[src/rtl/gpu_pkg.sv]
// gpu_pkg: shared control-word layout, fill FSM states and
// framebuffer defaults for the GPU fill path.
package gpu_pkg;

  localparam int GO_BIT = 0;
  localparam int OP_BIT = 1;
  localparam int W_LSB  = 2;
  localparam int W_BITS = 10;
  localparam int H_LSB  = 12;
  localparam int H_BITS = 10;

  localparam int DEF_FB_WIDTH  = 320;
  localparam int DEF_FB_HEIGHT = 240;

  localparam int CRD_BITS = 17;

  typedef enum logic [1:0] {
    S_IDLE,
    S_SETUP,
    S_RUN,
    S_DONE
  } fill_state_t;

endpackage

[src/rtl/gpu_fill_addr_gen.sv]
// gpu_fill_addr_gen: row-major pixel walker with row_base
// accumulation and framebuffer bounds check.
module gpu_fill_addr_gen
  import gpu_pkg::*;
#(
  parameter int FB_WIDTH  = DEF_FB_WIDTH,
  parameter int FB_HEIGHT = DEF_FB_HEIGHT,
  parameter int AW        = $clog2(FB_WIDTH * FB_HEIGHT)
) (
  input  logic                clk_i,
  input  logic                rst_i,
  input  logic                start,
  input  logic                step,
  input  logic [CRD_BITS-1:0] x0,
  input  logic [CRD_BITS-1:0] y0,
  input  logic [W_BITS-1:0]   w,
  input  logic [H_BITS-1:0]   h,
  output logic [AW-1:0]       addr,
  output logic                in_bounds,
  output logic                last
);

  localparam int RBW = AW + 1;
  localparam logic [RBW-1:0] FBW = RBW'(FB_WIDTH);

  logic [CRD_BITS-1:0] x_q;
  logic [CRD_BITS-1:0] y_q;
  logic [W_BITS-1:0]   col_q;
  logic [H_BITS-1:0]   row_q;
  logic [RBW-1:0]      rb_q;
  logic [RBW-1:0]      y0_base;
  logic [RBW-1:0]      sum;
  logic                row_end;

  // Rows past FB_HEIGHT may wrap row_base; they are never written.
  assign y0_base = RBW'(y0) * FBW;
  assign sum     = rb_q + RBW'(x_q);
  assign addr    = sum[AW-1:0];
  assign row_end = (col_q == w - W_BITS'(1));
  assign last    = row_end && (row_q == h - H_BITS'(1));

  assign in_bounds = (x_q < CRD_BITS'(FB_WIDTH)) &&
                     (y_q < CRD_BITS'(FB_HEIGHT));

  always_ff @(posedge clk_i) begin
    if (rst_i) begin
      x_q   <= '0;
      y_q   <= '0;
      col_q <= '0;
      row_q <= '0;
      rb_q  <= '0;
    end else if (start) begin
      x_q   <= x0;
      y_q   <= y0;
      col_q <= '0;
      row_q <= '0;
      rb_q  <= y0_base;
    end else if (step) begin
      if (row_end) begin
        x_q   <= x0;
        y_q   <= y_q + CRD_BITS'(1);
        col_q <= '0;
        row_q <= row_q + H_BITS'(1);
        rb_q  <= rb_q + FBW;
      end else begin
        x_q   <= x_q + CRD_BITS'(1);
        col_q <= col_q + W_BITS'(1);
      end
    end
  end

endmodule

[src/rtl/gpu_fill_ctrl.sv]
// gpu_fill_ctrl: pixel / rectangle fill sequencer feeding the
// framebuffer write arbiter under a valid/ready handshake.
module gpu_fill_ctrl
  import gpu_pkg::*;
#(
  parameter int FB_WIDTH   = DEF_FB_WIDTH,
  parameter int FB_HEIGHT  = DEF_FB_HEIGHT,
  parameter int INDEX_BITS = 8,
  parameter int REG_WIDTH  = 32,
  localparam int FB_ADDR_BITS = $clog2(FB_WIDTH * FB_HEIGHT)
) (
  input  logic                    clk_i,
  input  logic                    rst_i,
  input  logic [REG_WIDTH-1:0]    cp_x_i,
  input  logic [REG_WIDTH-1:0]    cp_y_i,
  input  logic [REG_WIDTH-1:0]    index_i,
  input  logic [REG_WIDTH-1:0]    ctrl_i,
  output logic [FB_ADDR_BITS-1:0] fb_addr_o,
  output logic [INDEX_BITS-1:0]   fb_data_o,
  output logic                    fb_we_o,
  input  logic                    fb_ready_i,
  output logic                    busy_o,
  output logic                    done_o,
  output logic                    clip_o
);

  fill_state_t state_q, state_d;

  logic                  go_prev_q;
  logic [CRD_BITS-1:0]   x0_q;
  logic [CRD_BITS-1:0]   y0_q;
  logic [INDEX_BITS-1:0] col_q;
  logic [W_BITS-1:0]     w_q;
  logic [H_BITS-1:0]     h_q;
  logic                  clip_q;

  logic go_rise;
  logic latch;
  logic start;
  logic step;
  logic clip_set;
  logic in_bounds;
  logic last;

  logic [FB_ADDR_BITS-1:0] addr;
  logic                    unused_bits;

  assign unused_bits = ^{cp_x_i[REG_WIDTH-1:16],
                         cp_y_i[REG_WIDTH-1:16],
                         index_i[REG_WIDTH-1:INDEX_BITS],
                         ctrl_i[REG_WIDTH-1:H_LSB+H_BITS]};

  assign go_rise = ctrl_i[GO_BIT] && !go_prev_q;

  gpu_fill_addr_gen #(
    .FB_WIDTH  (FB_WIDTH),
    .FB_HEIGHT (FB_HEIGHT),
    .AW        (FB_ADDR_BITS)
  ) u_addr_gen (
    .clk_i     (clk_i),
    .rst_i     (rst_i),
    .start     (start),
    .step      (step),
    .x0        (x0_q),
    .y0        (y0_q),
    .w         (w_q),
    .h         (h_q),
    .addr      (addr),
    .in_bounds (in_bounds),
    .last      (last)
  );

  always_comb begin
    state_d  = state_q;
    latch    = 1'b0;
    start    = 1'b0;
    step     = 1'b0;
    clip_set = 1'b0;
    unique case (state_q)
      S_IDLE: begin
        if (go_rise) begin
          latch   = 1'b1;
          state_d = S_SETUP;
        end
      end
      S_SETUP: begin
        start   = 1'b1;
        state_d = (w_q == '0 || h_q == '0) ? S_DONE : S_RUN;
      end
      S_RUN: begin
        // Clipped pixels retire in one cycle without a write.
        if (!in_bounds) begin
          clip_set = 1'b1;
          step     = 1'b1;
        end else if (fb_ready_i) begin
          step = 1'b1;
        end
        if (step && last) state_d = S_DONE;
      end
      S_DONE: state_d = S_IDLE;
      default: state_d = S_IDLE;
    endcase
  end

  always_ff @(posedge clk_i) begin
    if (rst_i) begin
      state_q   <= S_IDLE;
      go_prev_q <= 1'b1;
      x0_q      <= '0;
      y0_q      <= '0;
      col_q     <= '0;
      w_q       <= '0;
      h_q       <= '0;
      clip_q    <= 1'b0;
    end else begin
      state_q   <= state_d;
      go_prev_q <= ctrl_i[GO_BIT];
      if (latch) begin
        x0_q   <= {1'b0, cp_x_i[15:0]};
        y0_q   <= {1'b0, cp_y_i[15:0]};
        col_q  <= index_i[INDEX_BITS-1:0];
        w_q    <= ctrl_i[OP_BIT] ? ctrl_i[W_LSB +: W_BITS]
                                 : W_BITS'(1);
        h_q    <= ctrl_i[OP_BIT] ? ctrl_i[H_LSB +: H_BITS]
                                 : H_BITS'(1);
        clip_q <= 1'b0;
      end else if (clip_set) begin
        clip_q <= 1'b1;
      end
    end
  end

  assign fb_we_o   = (state_q == S_RUN) && in_bounds;
  assign fb_addr_o = addr;
  assign fb_data_o = col_q;
  assign busy_o    = (state_q != S_IDLE);
  assign done_o    = (state_q == S_DONE);
  assign clip_o    = clip_q;

endmodule

[config.mk]
export PLATFORM = sky130hd
export DESIGN_NAME = gpu_fill_ctrl
export DESIGN_NICKNAME = d
export VERILOG_FILES = /design/src/rtl/gpu_pkg.sv /design/src/rtl/gpu_fill_addr_gen.sv /design/src/rtl/gpu_fill_ctrl.sv
export SDC_FILE = /design/constraint.sdc
export NUM_CORES = 1
export LEC_CHECK = 0
export CAP_MARGIN = 20
export CORE_UTILIZATION = 56
export DETAILED_ROUTE_END_ITERATION = 12
export HOLD_SLACK_MARGIN = 0.08
export PLACE_DENSITY = 0.87
export SYNTH_ARGS = -nofsm -noshare
export SYNTH_HDL_FRONTEND = slang
export SYNTH_SLANG_ARGS = --single-unit
[constraint.sdc]
create_clock -name clk_i -period 8.6 [get_ports clk_i]
set_input_delay 0.86 -clock clk_i [delete_from_list [all_inputs] [get_ports clk_i]]
set_output_delay 0.86 -clock clk_i [all_outputs]
set_load 0.005 [all_outputs]
# After elaboration in Yosys (flattened, before gate mapping)
# Cells that the tools add are included.
[totals]
register_bits = 136
latch_bits = 0
ramBits = 0
rom_bits = 0
input_bits = 131
out_inout_bits = 29
wordCells = 75
n_memories = 0
[classes]
n_addsub = 8
mul = 1
n_div = 0
magnitude_cmp = 2
n_eq_ne = 7
n_shift = 0
mux = 25
n_bitwise = 0
reduce_logical = 18
[op_table]
columns = ["op", "count"]
rows = [
  ["17-bit 2-to-1 mux", 6],
  ["18-bit 2-to-1 mux", 3],
  ["17-bit by 1-bit adder with 17-bit output (second input constant)", 2],
  ["10-bit 2-to-1 mux", 3],
  ["10-bit by 1-bit adder with 10-bit output (second input constant)", 2],
  ["10-bit == test", 2],
  ["10-bit zero test", 2],
  ["10-bit by 1-bit subtractor with 10-bit output (second input constant)", 2],
  ["18-bit by 9-bit adder with 18-bit output (second input constant)", 1],
  ["17-bit adder", 1],
  ["17-bit by 8-bit < comparator with 1-bit output (second input constant)", 1],
  ["17-bit by 9-bit < comparator with 1-bit output (second input constant)", 1],
  ["16-bit by 3-bit multiplier with 12-bit output (second input constant)", 1],
  ["1-bit 2-to-1 mux", 10],
  ["2-bit one-hot mux with 4 select lines", 1],
  ["2-bit AND reduction", 3],
  ["2-bit nonzero test", 3],
  ["1-bit logical AND", 5],
  ["2-bit == test (second input constant)", 2],
  ["2-bit 2-to-1 mux", 2],
  ["2-bit inequality test (second input constant)", 2],
  ["2-bit OR reduction", 2],
  ["2-bit by 1-bit == test with 1-bit output (second input constant)", 1],
  ["2-bit zero test", 1],
  ["2 further kinds", 2],
]

# Longest topological paths before layout
[logic_depth]
ltp_word = 7
depth_mapped = 12
ltp_nobuf = 10

# Cells and area by module
# Synthesis repeated with hierarchy kept, for this count alone.
[unflattened]
hier_cells = 965
hier_area_um2 = 7712.4
[by_module_without_submodules]
columns = ["mod", "n_inst", "cells_each", "area_per_inst_um2", "seq_area_each_um2"]
rows = [
  ["gpu_fill_addr_gen", 1, 704, 5406.4, 1301.2],
  ["gpu_fill_ctrl", 1, 261, 2306.0, 1281.2],
]

# Worst setup path after synthesis
# Ideal clock, no wire load.
[synth_timing]
path_kind = "register to register"
startpoint = "reg w_q[2]"
endpoint = "reg u_addr_gen.y_q[10]"
setup_time_ns = 0.091
t_arrival_ns = 2.753
required_ns = 8.509
path_slack_ns = 5.756
path_stages_with_launch = 10
n_path_buf = 2
synth_period_minus_slack_ns = 2.844
cell_sequence = "dfxtp_1 buf_6 or3_4 or4_4 a2111oi_4 and4_1 buf_6 nand3_4 or4_1 a311oi_1"
[synth_via]
elab_chain_cells = 4
[synth_lines]
columns = ["element", "line", "text"]
rows = [
  ["start, declared", "gpu_fill_ctrl.sv:33", "logic [W_BITS-1:0] w_q;"],
  ["start signal, assigned", "gpu_fill_ctrl.sv:122", "w_q <= ctrl_i[OP_BIT] ? ctrl_i[W_LSB +: W_BITS]"],
  ["10-bit by 1-bit subtractor with 10-bit output", "gpu_fill_addr_gen.sv:39", "assign row_end = (col_q == w - W_BITS'(1));"],
  ["10-bit == test", "gpu_fill_addr_gen.sv:39", ""],
  ["2-bit nonzero test (no source line)", "n/a", ""],
  ["2-bit AND reduction (no source line)", "n/a", ""],
  ["end signal, assigned", "gpu_fill_addr_gen.sv:54", "y_q <= y0;"],
  ["end signal, assigned", "gpu_fill_addr_gen.sv:61", "y_q <= y_q + CRD_BITS'(1);"],
  ["end, declared", "gpu_fill_addr_gen.sv:27", "logic [CRD_BITS-1:0] y_q;"],
]
# Every way passes these cells.
# A chain may end at the register's enable or synchronous reset.

# Final worst setup path
[layout_timing]
startpoint = "reg u_addr_gen.x_q[6]"
endpoint = "out fb_addr_o[16]"
[layout_via]
elab_chain_cells = 1
[layout_lines]
columns = ["element", "line", "text"]
rows = [
  ["start, declared", "gpu_fill_addr_gen.sv:26", "logic [CRD_BITS-1:0] x_q;"],
  ["start signal, assigned", "gpu_fill_addr_gen.sv:66", "x_q <= x_q + CRD_BITS'(1);"],
  ["17-bit adder", "gpu_fill_addr_gen.sv:37", "assign sum = rb_q + RBW'(x_q);"],
  ["end, declared", "gpu_fill_ctrl.sv:18", "output logic [FB_ADDR_BITS-1:0] fb_addr_o,"],
]
# Every way passes these cells.

==> flow_metrics.py <==
metrics = {
    "global_route": {
        "antenna_found_initial": 0,
        "grt.total_usage_pct": 31.05,
        "grt-ovfl-total": 0,
        "grt_start_max_net_pins": 55,
        "grt_pass1_vias": 7196,
        "grt_pass1_wl_um": 35090,
    },
    "clocking": {
        "cts.repair.resized": 0,
        "htreeDepth": 4,
        "clk_path_buf_depth": 2,
        "postCtsSetupBuffers": 0,
        "cts_hold_buf": 0,
        "root_buffer": "clkbuf_16",
        "clkSlewWorstSetupHoldPaths_ns": 0.07,
        "cts_tree": "yes",
        "numCtsBuffers": 17,
        "clock_latency_ns": 0.44,
        "clkSinkCount": 129,
    },
    "synthesis": {
        "synthCells": 938,
        "syn_avg_cell_area_um2": 8.066,
        "synth_edf_count": 0,
        "yosys_register_bits": 129,
        "synth_area_um2": 7566,
        "netlist-cell-type-count": 70,
        "synth_compound_area_share_pct": 19.66,
        "synthAdderAreaFrac_pct": 6.483,
        "synth.area.mux_share_pct": 0.6615,
        "synth_top_family_by_area": "simple AND/OR/NAND/NOR gates",
        "synth_nets": 1107,
        "seq_area_frac_synth_pct": 34.13,
        "synth-main-ff-cell": "dfxtp_1",
        "synthSimpleGateAreaFrac_pct": 27.05,
        "async_flop_share_pct": 0,
        "yosysWarnings": 0,
        "synth_xor_area_share_pct": 6.946,
    },
    "critical_path": {
        "crit_required_ns": 7.74,
        "startpoint_type": "register",
        "r2r_setup_slack_ns": 5.08,
        "crit_path_frequent_cell": "o21ai_0",
        "path_delay_family": "compound AO/OA/AOI/OAI gates",
        "cp_max_fo": 6,
        "max_stage_delay_ns": 0.54,
        "end_kind": "output port",
        "worstPathCellList": "ha_1 -> inv_1 -> fa_1 -> nor2b_1 -> o21ai_0 -> a21boi_0 -> o21ai_0 -> a21o_1 -> nand3_1 -> nor3b_1 -> clkdlybuf4s50_1",
        "cp.arrival_ns": 3.28,
        "rr_worst_depth": 10,
        "critPathBufInv": 2,
        "r2r_end": "u_addr_gen.y_q[12]$_SDFFE_PP0P_",
        "critPathSlowestCell": "clkdlybuf4s50_1",
        "crit_type": "reg -> out",
        "r2r_start": "w_q[0]$_SDFFE_PP0P_",
    },
    "final_layout": {
        "drive_gt1_share_pct": 5.917,
        "finish.utilization_pct": 69.19,
        "final_cells": 1190,
        "multi_input_area_um2": 4603,
        "final_common_cell": "nand2_1",
        "insertedDiodeCount": 0,
        "register_area_um2": 2582,
        "area_growth_pct": 20.62,
        "final.fill_count": 1052,
        "layout_common_cells": "nand2_1 (135), dfxtp_1 (129), clkdlybuf4s50_1 (92)",
        "nets": 1170,
    },
    "routing": {
        "wire_per_inst_um": 17.58,
        "drt-initial-drc-count": 798,
        "vias_per_cell": 6.276,
        "drtAntennaViolNets": 0,
        "wl_um": 20920,
        "dr.pass1.iters": 5,
        "vias": 7468,
        "drc": 0,
    },
    "timing": {
        "rsz0062_at_grt": "no",
        "hold_viol": 0,
        "maxSlewHeadroom_pct": 43.61,
        "worst_pin_slew_ns": 0.8459,
        "setup-tns-final_ns": 0,
        "setup-violations-final": 0,
        "drv_slew": 0,
        "holdWs_ns": 0.4539,
        "finalCritPeriodShare_pct": 48.19,
        "skew_ns": 0.008342,
        "max_freq_ghz": 0.2413,
        "fin_crit_ns": 4.145,
    },
    "hold_path": {
        "hold_depth": 2,
        "min-delay-start": "fb_data_o[1]$_SDFFE_PP0P_",
        "hp-class": "reg -> reg",
        "whs_endpoint": "fb_data_o[1]$_SDFFE_PP0P_",
    },
    "floorplanning": {
        "die_area_um2": 13980,
        "dieWidth_um": 118.2,
        "die_h_um": 118.2,
        "ioPinCount": 160,
        "coreArea_um2": 13190,
        "start_util_pct": 57.36,
        "fp-row-count": 42,
    },
    "status": {
        "status": "finished clean",
    },
    "placement": {
        "numPortBuffers": 93,
        "gp_congestion": 0.8948,
        "hpwlAfterDp_um": 13630,
        "dpl.cell_count": 1156,
    },
    "pwr": {
        "power.leakage_nw": 3.454,
        "irDropWorstVdd_uv": 165.5,
        "power_density_nw_per_um2": 245.3,
    },
    "flow_run": {
        "drv_cap": 0,
    },
}
==> cell usage after synthesis, drive strengths merged (7+ instances only) <==
cell / number / area share (%)
nor4: 16 / 1.3
nand2: 135 / 6.7
a211oi: 9 / 0.89
nor3: 20 / 1.4
clkbuf: 49 / 2.4
nor4b: 8 / 0.93
dfxtp: 129 / 34
o211ai: 9 / 0.89
buf: 13 / 1.3
inv: 26 / 1.3
a31oi: 13 / 1.1
and4: 7 / 0.81
and3: 20 / 1.7
xor2: 27 / 3.1
o21ai: 25 / 1.7
and2: 9 / 0.74
nand3: 42 / 2.9
nand4: 24 / 2.1
a22o: 18 / 2.1
or4: 15 / 1.5
o21a: 7 / 0.69
a21oi: 71 / 4.7
ha: 36 / 6.0
xnor2: 33 / 3.8
nor2: 65 / 3.2
or3: 10 / 0.89
==> flip-flops by register name (all words and copies together) (netlist names), 10 cells and up <==
register,cells
u_addr_gen.y_q,17
x0_q,16
u_addr_gen.x_q,17
u_addr_gen.row_q,10
h_q,10
u_addr_gen.col_q,10
w_q,10
y0_q,16
u_addr_gen.rb_q,11
==> power by group <==
group	internal (W)	switching [W]	total [W]
Clock	0.000435	0.000309	0.000745
Combinational	0.000309	0.000412	0.000721
Sequential	0.000671	0.000102	0.000773
Total	0.00142	0.000824	0.00224
==> worst max-delay path by stage <==
stage	cells after the start	slack, ns	endpoint	startpoint
after floorplan	9	5.76	u_addr_gen.y_q[10]$_SDFFE_PP0P_	w_q[2]$_SDFFE_PP0P_
after global placement	7	4.99	u_addr_gen.x_q[5]$_SDFFE_PP0P_	fb_ready_i
after detailed placement	7	4.97	u_addr_gen.x_q[5]$_SDFFE_PP0P_	fb_ready_i
after CTS	11	4.50	fb_addr_o[16]	u_addr_gen.x_q[6]$_SDFFE_PP0P_
after global routing	11	4.27	fb_addr_o[16]	u_addr_gen.rb_q[6]$_SDFFE_PP0P_
final	11	4.46	fb_addr_o[16]	u_addr_gen.x_q[6]$_SDFFE_PP0P_
==> metrics by stage <==
step                setup slack (ns)  total power (W)  area, µm²
floorplan                      5.756         0.001223       7566
global placement               4.989         0.001460       8516
detailed placement             4.974         0.001478       8516
CTS                            4.495         0.002221       9114
global route                   4.267         0.002344       9126
finish                         4.455         0.002239       9126
==> per-layer routing <==
metal	track usage [%]	vias to the layer above	part of all wire, %
met5	0	-	0
met2	48.93	366	47
met3	7.095	52	9.0
li1	-	3555	-
met1	40.79	3495	42
met4	12.90	0	2.2
==> cell type report <==
cell class	count	share of cell area [%]
Multi-Input combinational cell	720	50.44
Clock buffer	17	4.661
Tap cell	176	2.413
Clock inverter	15	1.892
Sequential cell	129	28.30
Inverter	27	1.110
Timing Repair Buffer	106	11.19
==> logic make-up after synthesis <==
group                      after synthesis
DFF                                    129
xor gates and xnor gates                60
AOI/OAI and AO/OA                      218
buffers and inverters                   89
adders and majority gates               38
and+or+nand+nor                        399
muxes                                    5
==> worst min-delay path: cells and delay by family, from the launching register on <==
kind | cells | cell delay, ns
and+or+nand+nor | 1 | 0.05
DFF | 1 | 0.31
AOI/OAI and AO/OA | 1 | 0.05
(Power assumes the default switching activity.)
